### config.mk
export PLATFORM = sky130hd
export DESIGN_NAME = seq_ctrl
export DESIGN_NICKNAME = d
export VERILOG_FILES = /design/src/rtl/seq_pkg.sv /design/src/rtl/seq_timer.sv /design/src/rtl/seq_ctrl.sv
export SDC_FILE = /design/constraint.sdc
export NUM_CORES = 1
export LEC_CHECK = 0
export ABC_AREA = 1
export BUFFER_PORTS_ARGS = -buffer_cell sky130_fd_sc_hd__buf_2
export CORE_MARGIN = 2
export CORE_UTILIZATION = 55
export CTS_CLUSTER_DIAMETER = 40
export DETAILED_ROUTE_END_ITERATION = 7
export PLACE_DENSITY = 0.76
export SETUP_SLACK_MARGIN = 0.1
export SYNTH_ARGS = -nofsm -noshare
export SYNTH_HDL_FRONTEND = slang
export SYNTH_HIERARCHICAL = 1
export SYNTH_SLANG_ARGS = --single-unit
### constraint.sdc
create_clock -name clk -period 6.5 [get_ports clk]
set_input_delay 1.3 -clock clk [delete_from_list [all_inputs] [get_ports clk]]
set_output_delay 1.3 -clock clk [all_outputs]
set_load 0.05 [all_outputs]
### src/rtl/seq_pkg.sv
// Shared definitions for the memory-game sequencer: state encodings,
// sequence length and LED constants.
package seq_pkg;

  typedef enum logic [2:0] {
    IDLE     = 3'd0,
    FETCH    = 3'd1,
    SHOW_ON  = 3'd2,
    SHOW_OFF = 3'd3,
    WAIT_IN  = 3'd4,
    GAP      = 3'd5,
    WIN      = 3'd6,
    LOSE     = 3'd7
  } state_e;

  localparam int SEQ_LEN = 16;

  localparam logic [3:0] LED_ALL = 4'b1111;
  localparam logic [3:0] LED_OFF = 4'b0000;

  function automatic int max3(input int a, input int b, input int c);
    int m;
    m = (a > b) ? a : b;
    return (m > c) ? m : c;
  endfunction

endpackage

### src/rtl/seq_timer.sv
// Loadable down-counter; done_o is high while the count sits at zero.
module seq_timer #(
  parameter int W = 8
) (
  input  logic         clk,
  input  logic         rst,
  input  logic         load_i,
  input  logic [W-1:0] load_val_i,
  output logic         done_o
);

  logic [W-1:0] cnt_q;

  always_ff @(posedge clk or posedge rst) begin
    if (rst) begin
      cnt_q <= '0;
    end else if (load_i) begin
      cnt_q <= load_val_i;
    end else if (cnt_q != '0) begin
      cnt_q <= cnt_q - 1'b1;
    end
  end

  assign done_o = (cnt_q == '0);

endmodule

### src/rtl/seq_ctrl.sv
// Memory-game sequencer: replays the first `level` ROM entries on the LEDs,
// then checks player presses against them, growing the round on success.
module seq_ctrl
  import seq_pkg::*;
#(
  parameter int T_ON      = 50,
  parameter int T_OFF     = 25,
  parameter int T_TIMEOUT = 1000
) (
  input  logic       clk,
  input  logic       rst,
  input  logic       start,
  input  logic [3:0] btn,
  input  logic       btn_valid,
  output logic [3:0] rom_addr,
  input  logic [3:0] rom_data,
  output logic [3:0] led,
  output logic [4:0] level,
  output logic       busy,
  output logic       win,
  output logic       lose
);

  localparam int TW = $clog2(max3(T_ON, T_OFF, T_TIMEOUT) + 1);
  // Timer is loaded with duration-1 so a state lasts exactly its duration.
  localparam logic [TW-1:0] ON_LOAD  = TW'(T_ON - 1);
  localparam logic [TW-1:0] OFF_LOAD = TW'(T_OFF - 1);
  localparam logic [TW-1:0] TO_LOAD  = TW'(T_TIMEOUT - 1);

  state_e        state_q, state_d;
  logic [3:0]    idx_q, idx_d;
  logic [4:0]    level_q, level_d;
  logic [3:0]    led_q, led_d;
  logic          tmr_load;
  logic [TW-1:0] tmr_val;
  logic          tmr_done;
  logic          last_step;

  seq_timer #(.W(TW)) u_timer (
    .clk        (clk),
    .rst        (rst),
    .load_i     (tmr_load),
    .load_val_i (tmr_val),
    .done_o     (tmr_done)
  );

  assign last_step = ({1'b0, idx_q} == (level_q - 5'd1));

  always_ff @(posedge clk or posedge rst) begin
    if (rst) begin
      state_q <= IDLE;
      idx_q   <= '0;
      level_q <= '0;
      led_q   <= LED_OFF;
    end else begin
      state_q <= state_d;
      idx_q   <= idx_d;
      level_q <= level_d;
      led_q   <= led_d;
    end
  end

  always_comb begin
    state_d  = state_q;
    idx_d    = idx_q;
    level_d  = level_q;
    led_d    = led_q;
    tmr_load = 1'b0;
    tmr_val  = '0;
    case (state_q)
      IDLE, WIN, LOSE: begin
        if (start) begin
          level_d = 5'd1;
          idx_d   = '0;
          led_d   = LED_OFF;
          state_d = FETCH;
        end
      end
      FETCH: begin
        led_d    = rom_data;
        tmr_load = 1'b1;
        tmr_val  = ON_LOAD;
        state_d  = SHOW_ON;
      end
      SHOW_ON: begin
        if (tmr_done) begin
          led_d    = LED_OFF;
          tmr_load = 1'b1;
          tmr_val  = OFF_LOAD;
          state_d  = SHOW_OFF;
        end
      end
      SHOW_OFF: begin
        if (tmr_done) begin
          if (last_step) begin
            idx_d    = '0;
            tmr_load = 1'b1;
            tmr_val  = TO_LOAD;
            state_d  = WAIT_IN;
          end else begin
            idx_d   = idx_q + 4'd1;
            state_d = FETCH;
          end
        end
      end
      WAIT_IN: begin
        // A press is evaluated before the timeout so a same-cycle press wins.
        if (btn_valid) begin
          if (btn != rom_data) begin
            state_d = LOSE;
          end else if (!last_step) begin
            idx_d    = idx_q + 4'd1;
            tmr_load = 1'b1;
            tmr_val  = TO_LOAD;
          end else if (level_q == 5'(SEQ_LEN)) begin
            led_d   = LED_ALL;
            state_d = WIN;
          end else begin
            level_d  = level_q + 5'd1;
            idx_d    = '0;
            tmr_load = 1'b1;
            tmr_val  = OFF_LOAD;
            state_d  = GAP;
          end
        end else if (tmr_done) begin
          state_d = LOSE;
        end
      end
      GAP: begin
        if (tmr_done) begin
          state_d = FETCH;
        end
      end
      default: state_d = IDLE;
    endcase
  end

  always_comb begin
    busy = 1'b1;
    win  = 1'b0;
    lose = 1'b0;
    case (state_q)
      IDLE:    busy = 1'b0;
      WIN:     begin busy = 1'b0; win  = 1'b1; end
      LOSE:    begin busy = 1'b0; lose = 1'b1; end
      default: busy = 1'b1;
    endcase
  end

  assign rom_addr = idx_q;
  assign led      = led_q;
  assign level    = level_q;

endmodule

Word level (Yosys, flattened, before mapping)
Index checks and enable logic that the tools add are counted.
{"block": "word_totals", "wordCells": 95, "out_inout_bits": 16, "inputBits": 12, "regBits": 26}
{"block": "op_classes", "addsub": 4, "n_eq_ne": 22, "muxes": 52, "n_reduce_logical": 12}
{"op": "10-bit 2-to-1 mux", "n": 7}
{"op": "4-bit 2-to-1 mux", "n": 12}
{"op": "10-bit one-hot mux with 4 select lines", "n": 1}
{"op": "5-bit 2-to-1 mux", "n": 7}
{"op": "3-bit 2-to-1 mux", "n": 9}
{"op": "3-bit one-hot mux with 6 select lines", "n": 1}
{"op": "6-bit AND reduction", "n": 3}
{"op": "2-bit != test (second input constant)", "n": 8}
{"op": "4-bit one-hot mux with 4 select lines", "n": 1}
{"op": "3-bit == test (second input constant)", "n": 4}
{"op": "4-bit one-hot mux with 3 select lines", "n": 1}
{"op": "10-bit zero test", "n": 1}
{"op": "1-bit 2-to-1 mux", "n": 10}
{"op": "5-bit one-hot mux with 2 select lines", "n": 1}
{"op": "10-bit nonzero test", "n": 1}
{"op": "10-bit by 1-bit subtractor with 10-bit output (second input constant)", "n": 1}
{"op": "7-bit AND reduction", "n": 1}
{"op": "3-bit by 2-bit == test with 1-bit output (second input constant)", "n": 2}
{"op": "3-bit != test (second input constant)", "n": 2}
{"op": "5-bit by 1-bit adder with 5-bit output (second input constant)", "n": 1}
{"op": "4-bit by 5-bit == test with 1-bit output", "n": 1}
{"op": "5-bit == test (second input constant)", "n": 1}
{"op": "5-bit by 1-bit subtractor with 5-bit output (second input constant)", "n": 1}
{"op": "4-bit by 1-bit adder with 4-bit output (second input constant)", "n": 1}
{"op": "11 further kinds", "n": 12}

Longest topological paths before layout
{"block": "depth", "word_depth": 7, "depth_mapped": 18, "ltp_nobuf": 18}

Cells and area by module
Netlist, hierarchy kept.
{"mod": "seq_ctrl", "area_each_um2": 1498.9, "n_inst": 1, "seq_area_each_um2": 400.4, "cells_each": 240}
{"mod": "seq_timer", "area_each_um2": 685.7, "n_inst": 1, "seq_area_each_um2": 250.2, "cells_each": 97}

Worst setup path after synthesis
Ideal clock, no wire load.
{"block": "synth_timing", "kind": "register -> output", "from": "register state_q[2]", "to": "output port win", "n_path_buf": 1, "path_stages_with_launch": 4, "t_required_ns": 5.200, "path_slack_ns": 3.644, "arrival_ns": 1.556, "cell_sequence": "dfrtp_1 > buf_6 > inv_4 > nor3_1"}
{"block": "synth_via", "elab_chain_len": 2}
{"element": "start, declared", "line": "seq_ctrl.sv:30", "text": "state_e state_q, state_d;"}
{"element": "start signal, assigned", "line": "seq_ctrl.sv:56", "text": "state_q <= state_d;"}
{"element": "3-bit == test", "line": "seq_ctrl.sv:142", "text": "case (state_q)"}
{"element": "1-bit 2-to-1 mux", "line": "seq_ctrl.sv:142"}
{"element": "end, declared", "line": "seq_ctrl.sv:20", "text": "output logic win,"}
No other way between the ends.

Worst setup path after layout
{"block": "layout_timing", "from": "input port rom_data[1]", "to": "register u_timer.cnt_q[5]"}
{"block": "layout_via", "elab_chain_len": 5, "word_cells_on_any_way": 9, "classes_between": "1 x eq/ne; 7 x mux; 1 x reduce/logical"}
{"element": "start, declared", "line": "seq_ctrl.sv:16", "text": "input logic [3:0] rom_data,"}
{"element": "4-bit != test (*)", "line": "seq_ctrl.sv:109", "text": "if (btn != rom_data) begin"}
{"element": "1-bit 2-to-1 mux (*)", "line": "seq_ctrl.sv:109"}
{"element": "1-bit 2-to-1 mux (*)", "line": "seq_ctrl.sv:108", "text": "if (btn_valid) begin"}
{"element": "1-bit one-hot mux with 4 select lines (*)", "line": "seq_ctrl.sv:70", "text": "case (state_q)"}
{"element": "named net tmr_load", "line": "seq_ctrl.sv:34", "text": "logic tmr_load;"}
{"element": "10-bit 2-to-1 mux or 2-bit nonzero test (tied branches)"}
{"element": "end signal, assigned", "line": "seq_timer.sv:18", "text": "cnt_q <= load_val_i;"}
{"element": "end signal, assigned", "line": "seq_timer.sv:20", "text": "cnt_q <= cnt_q - 1'b1;"}
{"element": "end, declared", "line": "seq_timer.sv:12", "text": "logic [W-1:0] cnt_q;"}
The timed path passes the listed nets; every way through them passes the cells marked *.
A chain may end at the register's enable or synchronous reset.

==> results.md <==
* Die Y at 67.0 µm
* Rows at 22
* Worst reg2reg startpoint: level[0]
* Clk Tree Root Cell: clkbuf_8
* Chip width at 67.0 µm
* Power per cell area at approximately 450 nW/µm²
* GR peak layer: met2
* Psw at roughly 0.57 mW
* Maximum root-to-sink buffer count at 2
* Leakage Power at 1.31 nW
* I/O Pins at 28
* Outcome: finished clean
* Post-DP HPWL at 3630 µm
* GR Overflow Total at 0
* Period minus WS final at 2930 ps
* Post-route antenna net violation count at 0
* # fillers at around 370
* Gate power share at 61.8%
* CTS buffer count at 3
* CTS tree: built
* Pins Over Slew Limit at 0
* Ys Warns at 6
* Met1 Use GR at 26.8%
* Vias at 2092
* Per-cell routed wire length at 10.9 µm
* Ys flop type: dfrtp_1
* Register-to-Register Path Depth at 17
* Most frequent cell after synthesis: nand2_1
* Met2 usage at 43.7%
* Clk slew on worst S/H paths at 90 ps
* Startpoint Class: input port
* Area leader, netlist: dfrtp_1
* 1st-iter DRT viols at 86
* Vias in the first global route at 1893
* Seq cells post-synth at 26
* Post-synth net total at 353
* WHS at 474 ps
* Setup Viol. Count Final at 0
* Hold Buf Count CTS at 0
* Post-synth EDFFs at 0
* Critical Path AT at 3130 ps
* H-tree levels at 1
* Synth Area per Inst at 6.48 µm²
* Register area share after synthesis at 29.8%
* Worst path required time at 6700 ps
* PortBufs at 27
* Slew HR at a little under three fifths
* Net Sw Frac at a little over half
* Routing usage on met3 at 2.03%
* Gr usage total at 22.9%
* Place WS at 3280 ps
* First-pass GRT wire length at between 7000 and 8000 µm
* Fmax at roughly 340 MHz
* Via density at 5.08
* Final WS setup at 3570 ps
* Worst hold path class: reg -> reg
* Flop-to-flop setup slack at roughly 3700 ps
* Crit end category: flop
* Critical path class: in -> reg
* Max_cap viols at 0
* Number of nets in the layout at approximately 380
* Top post-synthesis cells by area: dfrtp_1 (30%), nand2_1 (20%), nand3_1 (8.2%), inv_1 (5.7%), nor2_1 (4.6%)
* Reg power frac at between 20 and 30%
* Internal Power at 0.513 mW
* Post-CTS Setup Bufs at 0
* Clock power share at about an eighth
* Later-pin clock latency in the skew report at 270 ps
* Max FO, Critical Path at 12
* Drt first pass iters at 4
* Clk_skew at roughly 6.5 ps
* Clock sink total at 26
* Worst hold start: led[2]
* TNS Setup at 0 ps
* Die area at 4490 µm²
* RSZ-0062 raised after global routing: no
* Fraction of layout cells with a size suffix above 1 at 21.2%
* Post-Syn Area at 2180 µm²
* Post-Route WL at 4480 µm
* Initial Utilization at around 58%
* Fin crit share at 45.0%
* DR DRC count at 0
* Synth unique cells at 35
* Hold EP: led[2]
* Worst flop-to-flop path endpoint: u_timer/cnt_q[1]
* VDD IR max at between 0.0002 and 0.0003 V
* Largest net degree at the start of global routing at 17
* GP Congestion at 0.932
* Ys async rst share at between 90% and 100%
* Post-synth top area share at 29.8%
* Hold Violations, Final at 0
* Ant diodes at 0
* Most instantiated cells after synthesis: nand2_1 (117), nand3_1 (36), inv_1 (33)
* Post-cts resize count at 0
* Core footprint at 3740 µm²
* Hold Path Stages at 2
* Area Growth Syn to Fin at 10.4%
* Initial antenna violation count at 0
* Synthesized instance count at 337
* Worst-Margin Slew at ~670 ps
[area by class of cell]
class,count,area [µm²],area share [%]
multi-input combinational,260,1320,54.5
tap,48,60.1,2.49
inverter,47,179,7.42
clock inverter,1,30.0,1.25
sequential,26,651,27.0
timing repair buffer,27,135,5.60
clock buffer,3,41.3,1.71
[worst max path at each step]
| stage | startpoint | to | slack [ps] | cells after the start |
|---|---|---|---|---|
| floorplan | state_q[2] | win | 3640 | 3 |
| finish | rom_data[1] | u_timer/cnt_q[5] | 3570 | 15 |
| global route | level[0] | u_timer/cnt_q[0] | 3270 | 17 |
| global placement | rom_data[1] | u_timer/cnt_q[2] | 3360 | 16 |
| detailed placement | rom_data[1] | u_timer/cnt_q[6] | 3280 | 15 |
| CTS | rom_data[1] | u_timer/cnt_q[5] | 3570 | 15 |
[registers in the layout (all words and copies together), names as in the netlist]
name / count
state_q: 3
rom_addr: 4
u_timer/cnt_q: 10
level: 5
led: 4
[through the flow]
stage	utilization, %	instances	area, µm²	total power [mW]
after floorplan	-	337	2180	0.825
after CTS	64.4	412	2410	1.09
after global placement	62.5	408	2340	0.943
final	64.4	412	2410	1.08
after detailed placement	62.5	408	2340	0.951
after global routing	64.4	412	2410	1.19
[power by group through the flow]
stage	logic (mW)	registers (mW)	clock network (mW)
detailed placement	0.670	0.281	0
global placement	0.664	0.280	0
CTS	0.672	0.278	0.136
finish	0.667	0.279	0.133
global route	0.756	0.289	0.143
floorplan	0.508	0.317	0
[critical path, stage by stage]
cell	delay (ps)
buf_2	90
inv_1	40
nand2_1	50
nand2_1	50
nor2_1	180
nand2_1	100
nor2_1	150
nand3_2	160
nand2_2	160
inv_1	70
nand3_1	280
inv_2	170
nand4_4	170
inv_2	50
a21oi_1	120
[kinds of logic (layout without fill, tap and decap cells)]
family                     after synthesis  after routing  synth area share (%)
and+or+nand+nor                        225            225                  48.9
adders and majority gates                4              4                  2.29
buffers and inverters                   51             78                  10.0
DFF                                     26             26                  29.8
xor gates and xnor gates                 5              5                  2.00
AOI/OAI and AO/OA                       26             26                  6.99
[per-layer routing]
| layer | wire [µm] | up-vias | part of all wire (%) |
|---|---|---|---|
| li1 | - | 1124 | - |
| met5 | 0 | - | 0 |
| met3 | 94 | 5 | 2.1 |
| met2 | 2280 | 25 | 51 |
| met4 | 46 | 0 | 1.0 |
| met1 | 2050 | 938 | 46 |
[cells in the final DEF, fill, tap and decap left out, types with 2 or more instances in the layout]
| cell type | n |
|---|---|
| ha_1 | 4 |
| nor2_1 | 27 |
| buf_2 | 27 |
| inv_2 | 11 |
| o21ai_1 | 5 |
| nand3_2 | 3 |
| nor2_2 | 9 |
| nand4_1 | 6 |
| nand3_1 | 36 |
| nor2_4 | 5 |
| nand2_2 | 10 |
| clkbuf_8 | 3 |
| inv_1 | 33 |
| nand2_4 | 2 |
| o211ai_1 | 2 |
| nand2_1 | 117 |
| clkinv_1 | 2 |
| nor3_1 | 3 |
| o21ai_0 | 11 |
| nand3b_1 | 2 |
| dfrtp_1 | 26 |
| a21oi_1 | 5 |
| xor2_1 | 4 |
(Power assumes the default switching activity.)
